**src/rtl/unidade_mul_div.sv**
```systemverilog
// rtl/unidade_mul_div.sv - iterative RV32M multiply/divide unit feeding the register file write port
//
// Purpose: accepts one MUL/MULH/MULHSU/MULHU/DIV/DIVU/REM/REMU operation,
// computes it over 32 magnitude iterations, then emits a one-cycle
// register-file write.
//
// Ports:
//   clk      in   1   system clock, rising edge
//   rst      in   1   synchronous reset, active-high
//   inicio   in   1   start request, sampled only while idle
//   op       in   3   RV32M funct3
//   a        in  32   rs1 operand, captured at start
//   b        in  32   rs2 operand, captured at start
//   rd       in   5   destination register, captured at start
//   ocupado  out  1   unit busy
//   pronto   out  1   one-cycle completion pulse
//   h_esc    out  1   register-file write enable (pronto and resc != 0)
//   resc     out  5   register-file write address
//   dado     out 32   result, held until the next completion or reset

module unidade_mul_div (
    input  logic        clk,
    input  logic        rst,
    input  logic        inicio,
    input  logic [2:0]  op,
    input  logic [31:0] a,
    input  logic [31:0] b,
    input  logic [4:0]  rd,
    output logic        ocupado,
    output logic        pronto,
    output logic        h_esc,
    output logic [4:0]  resc,
    output logic [31:0] dado
);

    localparam logic [1:0] OCIOSO = 2'd0;
    localparam logic [1:0] CALC   = 2'd1;
    localparam logic [1:0] FINAL  = 2'd2;

    logic [1:0]  state_q, state_d;
    logic [4:0]  cnt_q, cnt_d;
    logic [2:0]  op_q, op_d;
    logic [4:0]  rd_q, rd_d;
    logic [31:0] a_q, a_d;
    logic [31:0] mag_a_q, mag_a_d;
    logic [31:0] mag_b_q, mag_b_d;
    logic        neg_a_q, neg_a_d;
    logic        neg_b_q, neg_b_d;
    // Multiply: {partial product high, multiplier bits still to consume}.
    // Divide:   {partial remainder, dividend bits shifting into quotient}.
    logic [63:0] acc_q, acc_d;
    logic        pronto_q, pronto_d;
    logic        h_esc_q, h_esc_d;
    logic [4:0]  resc_q, resc_d;
    logic [31:0] dado_q, dado_d;

    logic        sig_a, sig_b;
    logic        is_div;
    logic [32:0] mul_sum;
    logic [32:0] div_shift;
    logic        div_ge;
    logic [31:0] div_diff;
    logic [63:0] prod_s;
    logic [31:0] quo_s;
    logic [31:0] rem_s;
    logic [31:0] result;

    // Which operands are treated as two's complement for the incoming op.
    always_comb begin
        sig_a = 1'b0;
        sig_b = 1'b0;
        case (op)
            3'b000, 3'b001, 3'b100, 3'b110: begin
                sig_a = 1'b1;
                sig_b = 1'b1;
            end
            3'b010:  sig_a = 1'b1;
            default: ;
        endcase
    end

    assign is_div = op_q[2];

    // One shift-add step: add multiplicand to the high half when the current
    // multiplier bit is set, then shift the whole accumulator right.
    assign mul_sum = {1'b0, acc_q[63:32]} + (acc_q[0] ? {1'b0, mag_a_q} : 33'd0);

    // One restoring step: bring the next dividend bit into the remainder and
    // subtract the divisor if it fits.
    assign div_shift = acc_q[63:31];
    assign div_ge    = (div_shift >= {1'b0, mag_b_q});
    assign div_diff  = div_shift[31:0] - mag_b_q;

    // Sign correction and result selection, used in FINAL.
    always_comb begin
        prod_s = (neg_a_q ^ neg_b_q) ? (64'd0 - acc_q) : acc_q;
        quo_s  = (neg_a_q ^ neg_b_q) ? (32'd0 - acc_q[31:0]) : acc_q[31:0];
        rem_s  = neg_a_q ? (32'd0 - acc_q[63:32]) : acc_q[63:32];
        result = 32'd0;
        if (!is_div) begin
            result = (op_q[1:0] == 2'b00) ? prod_s[31:0] : prod_s[63:32];
        end else if (mag_b_q == 32'd0) begin
            // Division by zero: quotient all ones, remainder is the raw dividend.
            result = op_q[1] ? a_q : 32'hFFFF_FFFF;
        end else begin
            result = op_q[1] ? rem_s : quo_s;
        end
    end

    always_comb begin
        state_d  = state_q;
        cnt_d    = cnt_q;
        op_d     = op_q;
        rd_d     = rd_q;
        a_d      = a_q;
        mag_a_d  = mag_a_q;
        mag_b_d  = mag_b_q;
        neg_a_d  = neg_a_q;
        neg_b_d  = neg_b_q;
        acc_d    = acc_q;
        pronto_d = 1'b0;
        h_esc_d  = 1'b0;
        resc_d   = resc_q;
        dado_d   = dado_q;

        case (state_q)
            OCIOSO: begin
                if (inicio) begin
                    op_d    = op;
                    rd_d    = rd;
                    a_d     = a;
                    neg_a_d = sig_a & a[31];
                    neg_b_d = sig_b & b[31];
                    mag_a_d = (sig_a & a[31]) ? (32'd0 - a) : a;
                    mag_b_d = (sig_b & b[31]) ? (32'd0 - b) : b;
                    // Multiply starts from the multiplier, divide from the dividend.
                    acc_d   = op[2] ? {32'd0, ((sig_a & a[31]) ? (32'd0 - a) : a)}
                                    : {32'd0, ((sig_b & b[31]) ? (32'd0 - b) : b)};
                    cnt_d   = 5'd0;
                    state_d = CALC;
                end
            end
            CALC: begin
                if (is_div) begin
                    acc_d = {(div_ge ? div_diff : div_shift[31:0]), acc_q[30:0], div_ge};
                end else begin
                    acc_d = {mul_sum, acc_q[31:1]};
                end
                cnt_d = cnt_q + 5'd1;
                if (cnt_q == 5'd31) begin
                    state_d = FINAL;
                end
            end
            FINAL: begin
                dado_d   = result;
                resc_d   = rd_q;
                pronto_d = 1'b1;
                h_esc_d  = (rd_q != 5'd0);
                state_d  = OCIOSO;
            end
            default: state_d = OCIOSO;
        endcase
    end

    always_ff @(posedge clk) begin
        if (rst) begin
            state_q  <= OCIOSO;
            cnt_q    <= 5'd0;
            op_q     <= 3'd0;
            rd_q     <= 5'd0;
            a_q      <= 32'd0;
            mag_a_q  <= 32'd0;
            mag_b_q  <= 32'd0;
            neg_a_q  <= 1'b0;
            neg_b_q  <= 1'b0;
            acc_q    <= 64'd0;
            pronto_q <= 1'b0;
            h_esc_q  <= 1'b0;
            resc_q   <= 5'd0;
            dado_q   <= 32'd0;
        end else begin
            state_q  <= state_d;
            cnt_q    <= cnt_d;
            op_q     <= op_d;
            rd_q     <= rd_d;
            a_q      <= a_d;
            mag_a_q  <= mag_a_d;
            mag_b_q  <= mag_b_d;
            neg_a_q  <= neg_a_d;
            neg_b_q  <= neg_b_d;
            acc_q    <= acc_d;
            pronto_q <= pronto_d;
            h_esc_q  <= h_esc_d;
            resc_q   <= resc_d;
            dado_q   <= dado_d;
        end
    end

    assign ocupado = (state_q != OCIOSO);
    assign pronto  = pronto_q;
    assign h_esc   = h_esc_q;
    assign resc    = resc_q;
    assign dado    = dado_q;

endmodule

```
**config.mk**
```make
export PLATFORM = sky130hd
export DESIGN_NAME = unidade_mul_div
export DESIGN_NICKNAME = d
export VERILOG_FILES = /design/src/rtl/unidade_mul_div.sv
export SDC_FILE = /design/constraint.sdc
export NUM_CORES = 1
export LEC_CHECK = 0
export BUFFER_PORTS_ARGS = -buffer_cell sky130_fd_sc_hd__buf_4
export CORE_MARGIN = 5
export CORE_UTILIZATION = 25
export CTS_BUF_LIST = sky130_fd_sc_hd__clkbuf_8
export DETAILED_ROUTE_END_ITERATION = 16
export SLEW_MARGIN = 25
export SYNTH_ARGS = -nofsm -noshare
export SYNTH_HDL_FRONTEND = slang
export SYNTH_SLANG_ARGS = --single-unit
```
**constraint.sdc**
```tcl
create_clock -name clk -period 4.15 [get_ports clk]
set_input_delay 1.245 -clock clk [delete_from_list [all_inputs] [get_ports clk]]
set_output_delay 1.245 -clock clk [all_outputs]
set_load 0.03 [all_outputs]
```
== Yosys cells after proc, flatten, opt, wreduce, memory -nomap -nowiden ==
Index checks and enable logic that the tools add are counted.
Word-level totals
  word-level logic and storage cells: 73
  bits in registers: 216
  bits of input ports: 75
  output and inout bits: 40
Cells by class
  bitwise gates (word level): 4
  reductions and logical operators: 13
  eq/ne operators: 9
  add/subtract/negate cells: 8
  $lt $le $gt $ge: 1
  multiplexer cells: 24
Operators with widths (number)
  $mux W32: 12
  $mux W64: 3
  $pmux W64 S2: 1
  $sub A1 B32 Y32 const A: 4
  $sub A1 B64 Y64 const A: 1
  $add A32 B32 Y33: 1
  $ge A33 B32 Y1: 1
  $logic_not A32 Y1: 1
  $sub A32 B32 Y32: 1
  $pmux W5 S2: 1
  $eq A3 B3 Y1 const B: 2
  $reduce_and A2 Y1: 3
  $add A5 B1 Y5 const B: 1
  $eq A5 B5 Y1 const B: 1
  $mux W5: 1
  $reduce_bool A5 Y1: 1
  $reduce_or A5 Y1: 1
  $logic_not A2 Y1: 2
  $mux W2: 2
  $ne A2 B2 Y1 const B: 2
  $pmux W2 S2: 1
  $reduce_bool A2 Y1: 2
  $reduce_or A4 Y1: 1
  $eq A3 B1 Y1 const B: 1
  other kinds (9): 12

== Depth between registers and ports, before layout ==
Gate-level depths: netlist (run 1).
  depth in word-level cells: 8
  depth in mapped cells: 16
  gate-level depth less buffers: 14

== Worst setup path after synthesis (run 1) ==
No wires, ideal clock.
  path type: input port to flip-flop
  from: input b[8]
  to: register acc_q[29]
  required time: 4.081 ns
  slack: 0.249 ns
  arrival time: 3.832 ns
  setup time: 0.069 ns
  path buffers: 0
  stages on the path: 10
  path through: or4_4 > or4_4 > nor3b_2 > nand2_1 > or4_1 > nand2b_4 > o31ai_2 > xor2_1 > mux2_2 > o21ai_1
Between the ends
  longest elaborated chain between the ends: 5
Ends and longest elaborated chain
  from (decl): line 27  | input logic [31:0] b,
  $sub A1 B32 Y32: line 138  | : {32'd0, ((sig_b & b[31]) ? (32'd0 - b) : b)};
  $mux W32: line 138
  $mux W32: line 137  | acc_d = op[2] ? {32'd0, ((sig_a & a[31]) ? (32'd0 - a) : a)}
  $mux W64: line 128  | if (inicio) begin
  $pmux W64 S2: line 126  | case (state_q)
  to (signal assigned): line 176  | acc_q <= 64'd0;
  to (signal assigned): line 191  | acc_q <= acc_d;
  to (decl): line 51  | logic [63:0] acc_q, acc_d;
Every way passes these cells. The select of a mux whose other input is x is not followed.
A chain may end at the register's enable or synchronous reset.

== Final worst setup path (run 1) ==
  from: register acc_q[0]
  to: register acc_q[54]
Between the ends
  longest elaborated chain between the ends: 4
Ends and longest elaborated chain
  $mux W32: line 86  | assign mul_sum = {1'b0, acc_q[63:32]} + (acc_q[0] ? {1'b0, mag_a_q} : 33'd0);
  $add A32 B32 Y33: line 86
  $mux W64: line 144  | if (is_div) begin
  $pmux W64 S2: line 126
Every way passes these cells.

==> impl_metrics.json, run 1 <==
{
  "ys_ff_latch": 215,
  "syn_area_um2": 16800,
  "coreArea_um2": 66800,
  "synth_top_area_share_pct": 25.7,
  "ctsRootBufferMaster": "clkbuf_8",
  "netlist_instances": 2289,
  "n_fill_cell": 7419,
  "clkSinkCount": 215,
  "rows": 95,
  "hold_viol": 0,
  "yosysMostFrequentCell": "nand2_1",
  "yosysTopAreaCell": "dfxtp_1",
  "tightestPinTransition_ns": 0.988,
  "final_antenna_net_count": 0,
  "htree_levels": 2,
  "post-dp-hpwl_um": 54000,
  "grt_max_degree": 143,
  "clock_latency_ns": 0.58,
  "portBuffers": 114,
  "critPathSlowestCell": "or4_1",
  "finalCriticalPeriod_ns": 3.75,
  "die_w_um": 269,
  "drtIter0Drc": 1787,
  "cts.clk_slew.worst_paths_ns": 0.06,
  "placed_area_um2": 18900,
  "cts_resized": 0,
  "grt_antenna_before_repair": 2,
  "synthTopCellsByArea": "dfxtp_1, a21oi_1, nand2_1",
  "avgSynthCellArea_um2": 7.32,
  "synthArstFlopShare_pct": 0,
  "layoutNonFillerInstCount": 3278,
  "wl_um": 69900,
  "layout.area.seq_um2": 4310,
  "utilization_pct": 29.5,
  "grt-ovfl-total": 0,
  "ys.flop_type": "dfxtp_1",
  "cp_slowest_stage_delay_ns": 0.54,
  "synth_warnings": 0,
  "cp_max_fo": 8,
  "cap_viol_max_count": 0,
  "multi_input_comb_area_um2": 11600,
  "placed_cells": 3207,
  "grt_pass1_wl_um": 103000,
  "drcViolationCount": 0,
  "rsz0062_at_grt": "no",
  "fmax_ghz": 0.267,
  "leakage_nw": 7.83,
  "worstSetupEndpointType": "flip-flop",
  "period_share_pct": 90.3,
  "fin_area_um2": 19700,
  "drive_above_1_share_pct": 13.8,
  "area_growth_pct": 17.6,
  "ir_drop_mv": 0.147,
  "post_drt_wl_per_cell_um": 21.3,
  "holdBufCountCts": 0,
  "clock-skew-final_ns": 0.0355,
  "critPathArrivalTime_ns": 4.21,
  "maxSlewViolCount": 0,
  "slew_headroom_pct": 33.9,
  "grt_pass1_vias": 16445,
  "worstPathRequired_ns": 4.61,
  "hold_depth": 2,
  "final-setup-viol-count": 0,
  "io_pins": 115,
  "post-cts-setup-buffer-count": 0,
  "crit_path_start_kind": "flip-flop",
  "syn_nets": 2436,
  "min-delay-start": "dado[13]",
  "synth-edff-count": 0,
  "reg2regPathDepth": 13,
  "holdCritPathClass": "reg2reg",
  "grt_usage_pct": 18.4,
  "status": "complete, no violations",
  "cp_cell_sequence": "buf_4, nand2_1, inv_1, ha_1, a211oi_1, o21ai_1, o2111a_1, or4_1, a22o_1, a21oi_1, o21ai_0, xor2_1, a221o_1",
  "cts_buffers": 40,
  "vias_per_cell": 5.38,
  "num_vias": 17621,
  "synth_common_cells": "nand2_1, nor2_1, a21oi_1",
  "powerDensity_nw_per_um2": 319,
  "chipHeight_um": 269,
  "place.gp.congestion": 0.957,
  "start_util_pct": 25.1,
  "ys_seq_area_share_pct": 25.7,
  "clockBufferDepth": 3,
  "firstDrtPassIters": 6,
  "dieArea_um2": 72300,
  "ys_types": 83,
  "cp-startpoint": "acc_q[0]",
  "r2r-start": "acc_q[0]",
  "crit_type": "reg2reg",
  "tritoncts": "built",
  "nets": 2523
}
registers in the layout, summed over array words and instances (netlist names), 5 cells and up:
register and count:
mag_b_q 32, resc 5, acc_q 64, a_q 32, rd_q 5, cnt_q 5, dado 32, mag_a_q 31
final timing paths:
| check | endpoint | slack, ns |
|---|---|---|
| setup / recovery | acc_q[54] | 0.40 |
| setup reg to reg | acc_q[54] | 0.40 |
| hold reg to reg | dado[13] | 0.46 |
| hold / removal | dado[13] | 0.46 |
routing by layer:
layer,GRT usage [%],wire length [um]
met5,0,0
met4,9.01,3880
met3,3.44,5350
met2,29.7,31800
met1,23.6,28800
cell usage in the layout, fill, tap and decap left out, types with 17 or more instances in the layout:
cell type and count:
nand2_1 265, nor2_1 238, a21oi_1 221, dfxtp_1 214
buf_4 214, o21ai_0 135, a211oi_1 110, xnor2_1 101
xor2_1 90, inv_1 79, ha_1 70, nor3_1 60
clkbuf_8 50, mux2i_1 46, and2_1 40, nand3_1 30
a21o_1 30, a31oi_1 24, nor4_1 23, or4_1 23
a221oi_1 22, o211ai_1 21, a22oi_1 21, o31ai_1 20
nand2b_1 17, o21a_1 17
area by class of cell:
cell class	count	share of cell area, %
Timing Repair Buffer	218	8.52
Tap cell	873	5.55
Inverter	68	1.30
Antenna cell	2	0.0254
Clock buffer	50	3.49
Multi-Input combinational cell	1833	58.8
Sequential cell	215	21.9
Clock inverter	19	0.438
kinds of logic after synthesis:
kind of cell    count (synthesis)  synth area share [%]
simple gates                  795                  22.4
mux                            53                  3.22
flops                         215                  25.7
compound gates                720                  27.6
buf+inv                       241                  5.51
xor+xnor                      193                  10.1
fa+ha+maj                      72                  5.47
per-stage QoR:
step / hold WS (ns) / setup TNS (ns) / setup WS, ns / power (mW)
finish: 0.455 / 0 / 0.403 / 6.28
global route: 0.474 / 0 / 0.164 / 6.57
CTS: 0.455 / 0 / 0.457 / 6.28
detailed placement: 0.447 / -0.0119 / -0.0119 / 4.21
global placement: 0.447 / 0 / 0.0223 / 4.21
floorplan: 0.432 / 0 / 0.249 / 3.54
worst max-delay path, delay by kind of cell (launching register included):
family,cells,cell delay (ns)
AOI/OAI and AO/OA,7,1.94
and+or+nand+nor,2,0.65
DFF,1,0.32
adders and majority gates,1,0.28
xor gates and xnor gates,1,0.22
buffers and inverters,2,0.20
where the power goes:
part           total, mW  internal (mW)  switching (mW)
Clock               2.06           1.08           0.982
Sequential          2.34           2.19           0.151
Combinational       1.87          0.697            1.18
Total               6.28           3.97            2.31
Note: power is estimated with default switching activity, not from simulation.
==> inputs of run 2 (changes only) <==
- CORE_ASPECT_RATIO: default -> 2
- CORE_MARGIN: 5 -> default
- clock period: 4.15 -> 3.97 ns (I/O delays scaled with it)
==> run 2 against run 1 <==
Clock skew rose by 0.035 ns. Critical endpoint is now dado[25]. Cell count rose by 2.9%. Design area rose by 3.5%. Critical path type unchanged. Combinational power rose by 21%. Critical path depth fell by 3. Clock-buffer cell count fell by 6. Largest cell class unchanged. Highest routed layer unchanged.
==> impl_metrics.json, run 2 (synthesized netlist as in run 1, its figures left out) <==
{
  "wl_met3_um": 5220,
  "cp_max_fo": 4,
  "largest_reg_flops": 64,
  "holdCritPathClass": "reg2reg",
  "wl_um": 85300,
  "grt-ovfl-total": 0,
  "clkPwrFrac_pct": 31.7,
  "area_growth_pct": 21.7,
  "cts_resized": 0,
  "cts_buffers": 35,
  "period_share_pct": 95.4,
  "hold_depth": 2,
  "drive_above_1_share_pct": 17.1,
  "post-cts-setup-buffer-count": 0,
  "final_antenna_net_count": 0,
  "clockBufferDepth": 3,
  "vias_per_cell": 5.48,
  "cap_viol_max_count": 0,
  "cp_cell_sequence": "or4_1, nor4_1, and3_1, nand2_1, nor3_1, a21oi_1, xnor2_1, a221oi_1, a21oi_1, nor3_1",
  "drcViolationCount": 0,
  "powerDensity_nw_per_um2": 337,
  "post-dp-hpwl_um": 65000,
  "r2r-start": "acc_q[20]",
  "firstDrtPassIters": 5,
  "combPwrFrac_pct": 33.0,
  "hold_viol": 0,
  "rows": 133,
  "leakage_nw": 8.25,
  "cts.clk_slew.worst_paths_ns": 0.08,
  "status": "complete, no violations",
  "num_vias": 18486,
  "start_util_pct": 25.4,
  "holdBufCountCts": 0,
  "finalCriticalPeriod_ns": 3.79,
  "whs_endpoint": "a_q[26]",
  "htree_levels": 2,
  "worstSetupEndpointType": "flip-flop",
  "crit_type": "reg2reg",
  "clock-skew-final_ns": 0.0705,
  "place.gp.congestion": 0.994,
  "rsz0062_at_grt": "no",
  "io_pins": 115,
  "die_w_um": 185,
  "slew_headroom_pct": 27.5,
  "crit_path_start_kind": "flip-flop",
  "clock_latency_ns": 0.66,
  "cp_slowest_stage_delay_ns": 0.70,
  "met2_length_um": 42100,
  "dieArea_um2": 68100,
  "pwr-share-seq_pct": 35.3,
  "clkSinkCount": 215,
  "p_int_mw": 4.19,
  "reg2reg_slack_ns": 0.18,
  "worstPathRequired_ns": 4.51,
  "coreArea_um2": 66100,
  "largest_register": "acc_q",
  "final-setup-viol-count": 0,
  "critPathArrivalTime_ns": 4.33,
  "layoutNonFillerInstCount": 3374,
  "grt_usage_pct": 25.2,
  "placed_cells": 3306,
  "layout_commonest_cell": "buf_4",
  "wirelength_met1_um": 27400,
  "layout_common_cells": "buf_4, nand2_1, nor2_1, a21oi_1, dfxtp_1",
  "p_sw_share_pct": 39.0,
  "grt_antenna_before_repair": 4,
  "critPathSlowestCell": "or4_1",
  "ir_drop_mv": 0.250,
  "ctsRootBufferMaster": "clkbuf_8",
  "reg2reg_to": "dado[25]",
  "maxSlewViolCount": 0,
  "post_drt_wl_per_cell_um": 25.3,
  "tightestPinTransition_ns": 1.08,
  "chipHeight_um": 368,
  "nets": 2613,
  "portBuffers": 114,
  "grt_pass1_vias": 18375,
  "min-delay-start": "a_q[26]",
  "power.net_switching_mw": 2.68,
  "utilization_pct": 30.9,
  "reg2regPathDepth": 10,
  "top_layer_used": "met4",
  "grt_max_degree": 143,
  "fmax_ghz": 0.264,
  "fin_hold_ws_ns": 0.458,
  "drtIter0Drc": 1401,
  "grt_pass1_wl_um": 123000,
  "tritoncts": "built"
}
## run 2: worst max-delay path: cells and delay by family (launching register included)
family | cells | cell delay [ns]
flip-flops | 1 | 0.35
AO/OA/AOI/OAI | 3 | 0.78
XOR/XNOR | 1 | 0.15
AND/OR/NAND/NOR | 6 | 2.40
## run 2: routing by layer
metal / GRT usage [%] / up-vias
met5: 0 / -
met4: 26.4 / 0
met1: 24.3 / 8710
li1: - / 8609
met2: 43.6 / 831
met3: 4.19 / 336
## run 2: worst max path at each step
stage	from	to	slack [ns]	cells past startpoint
floorplan	b[8]	acc_q[29]	0.12	10
global placement	b[8]	acc_q[29]	-0.15	11
detailed placement	b[8]	acc_q[29]	-0.18	11
CTS	acc_q[0]	acc_q[63]	0.23	15
global route	acc_q[0]	acc_q[54]	0.02	15
finish	acc_q[20]	dado[25]	0.18	10
## run 2: layout make-up
| class | instances | area, um2 |
|---|---|---|
| Inverter | 68 | 255 |
| Clock inverter | 19 | 128 |
| Timing Repair Buffer | 313 | 2390 |
| Sequential cell | 215 | 4310 |
| Fill cell | 7195 | 45700 |
| Antenna cell | 5 | 12.5 |
| Tap cell | 877 | 1100 |
| Clock buffer | 44 | 606 |
| Multi-Input combinational cell | 1833 | 11600 |
## run 2: power groups by stage
stage | sequential [mW] | combinational [mW] | clock [mW]
6_report | 2.42 | 2.27 | 2.17
5_1_grt | 2.43 | 2.42 | 2.28
4_1_cts | 2.42 | 2.18 | 2.19
3_5_place_dp | 2.47 | 2.17 | 0
3_3_place_gp | 2.46 | 2.16 | 0
2_1_floorplan | 2.40 | 1.30 | 0
## run 2: stage by stage
| stage | TNS, ns | total power [mW] | worst slack (ns) | cell area, um2 |
|---|---|---|---|---|
| 2_1_floorplan | 0 | 3.70 | 0.123 | 16800 |
| 3_3_place_gp | -0.491 | 4.62 | -0.150 | 19600 |
| 3_5_place_dp | -0.748 | 4.63 | -0.184 | 19600 |
| 4_1_cts | 0 | 6.78 | 0.225 | 20400 |
| 5_1_grt | 0 | 7.13 | 0.0240 | 20400 |
| 6_report | 0 | 6.86 | 0.182 | 20400 |
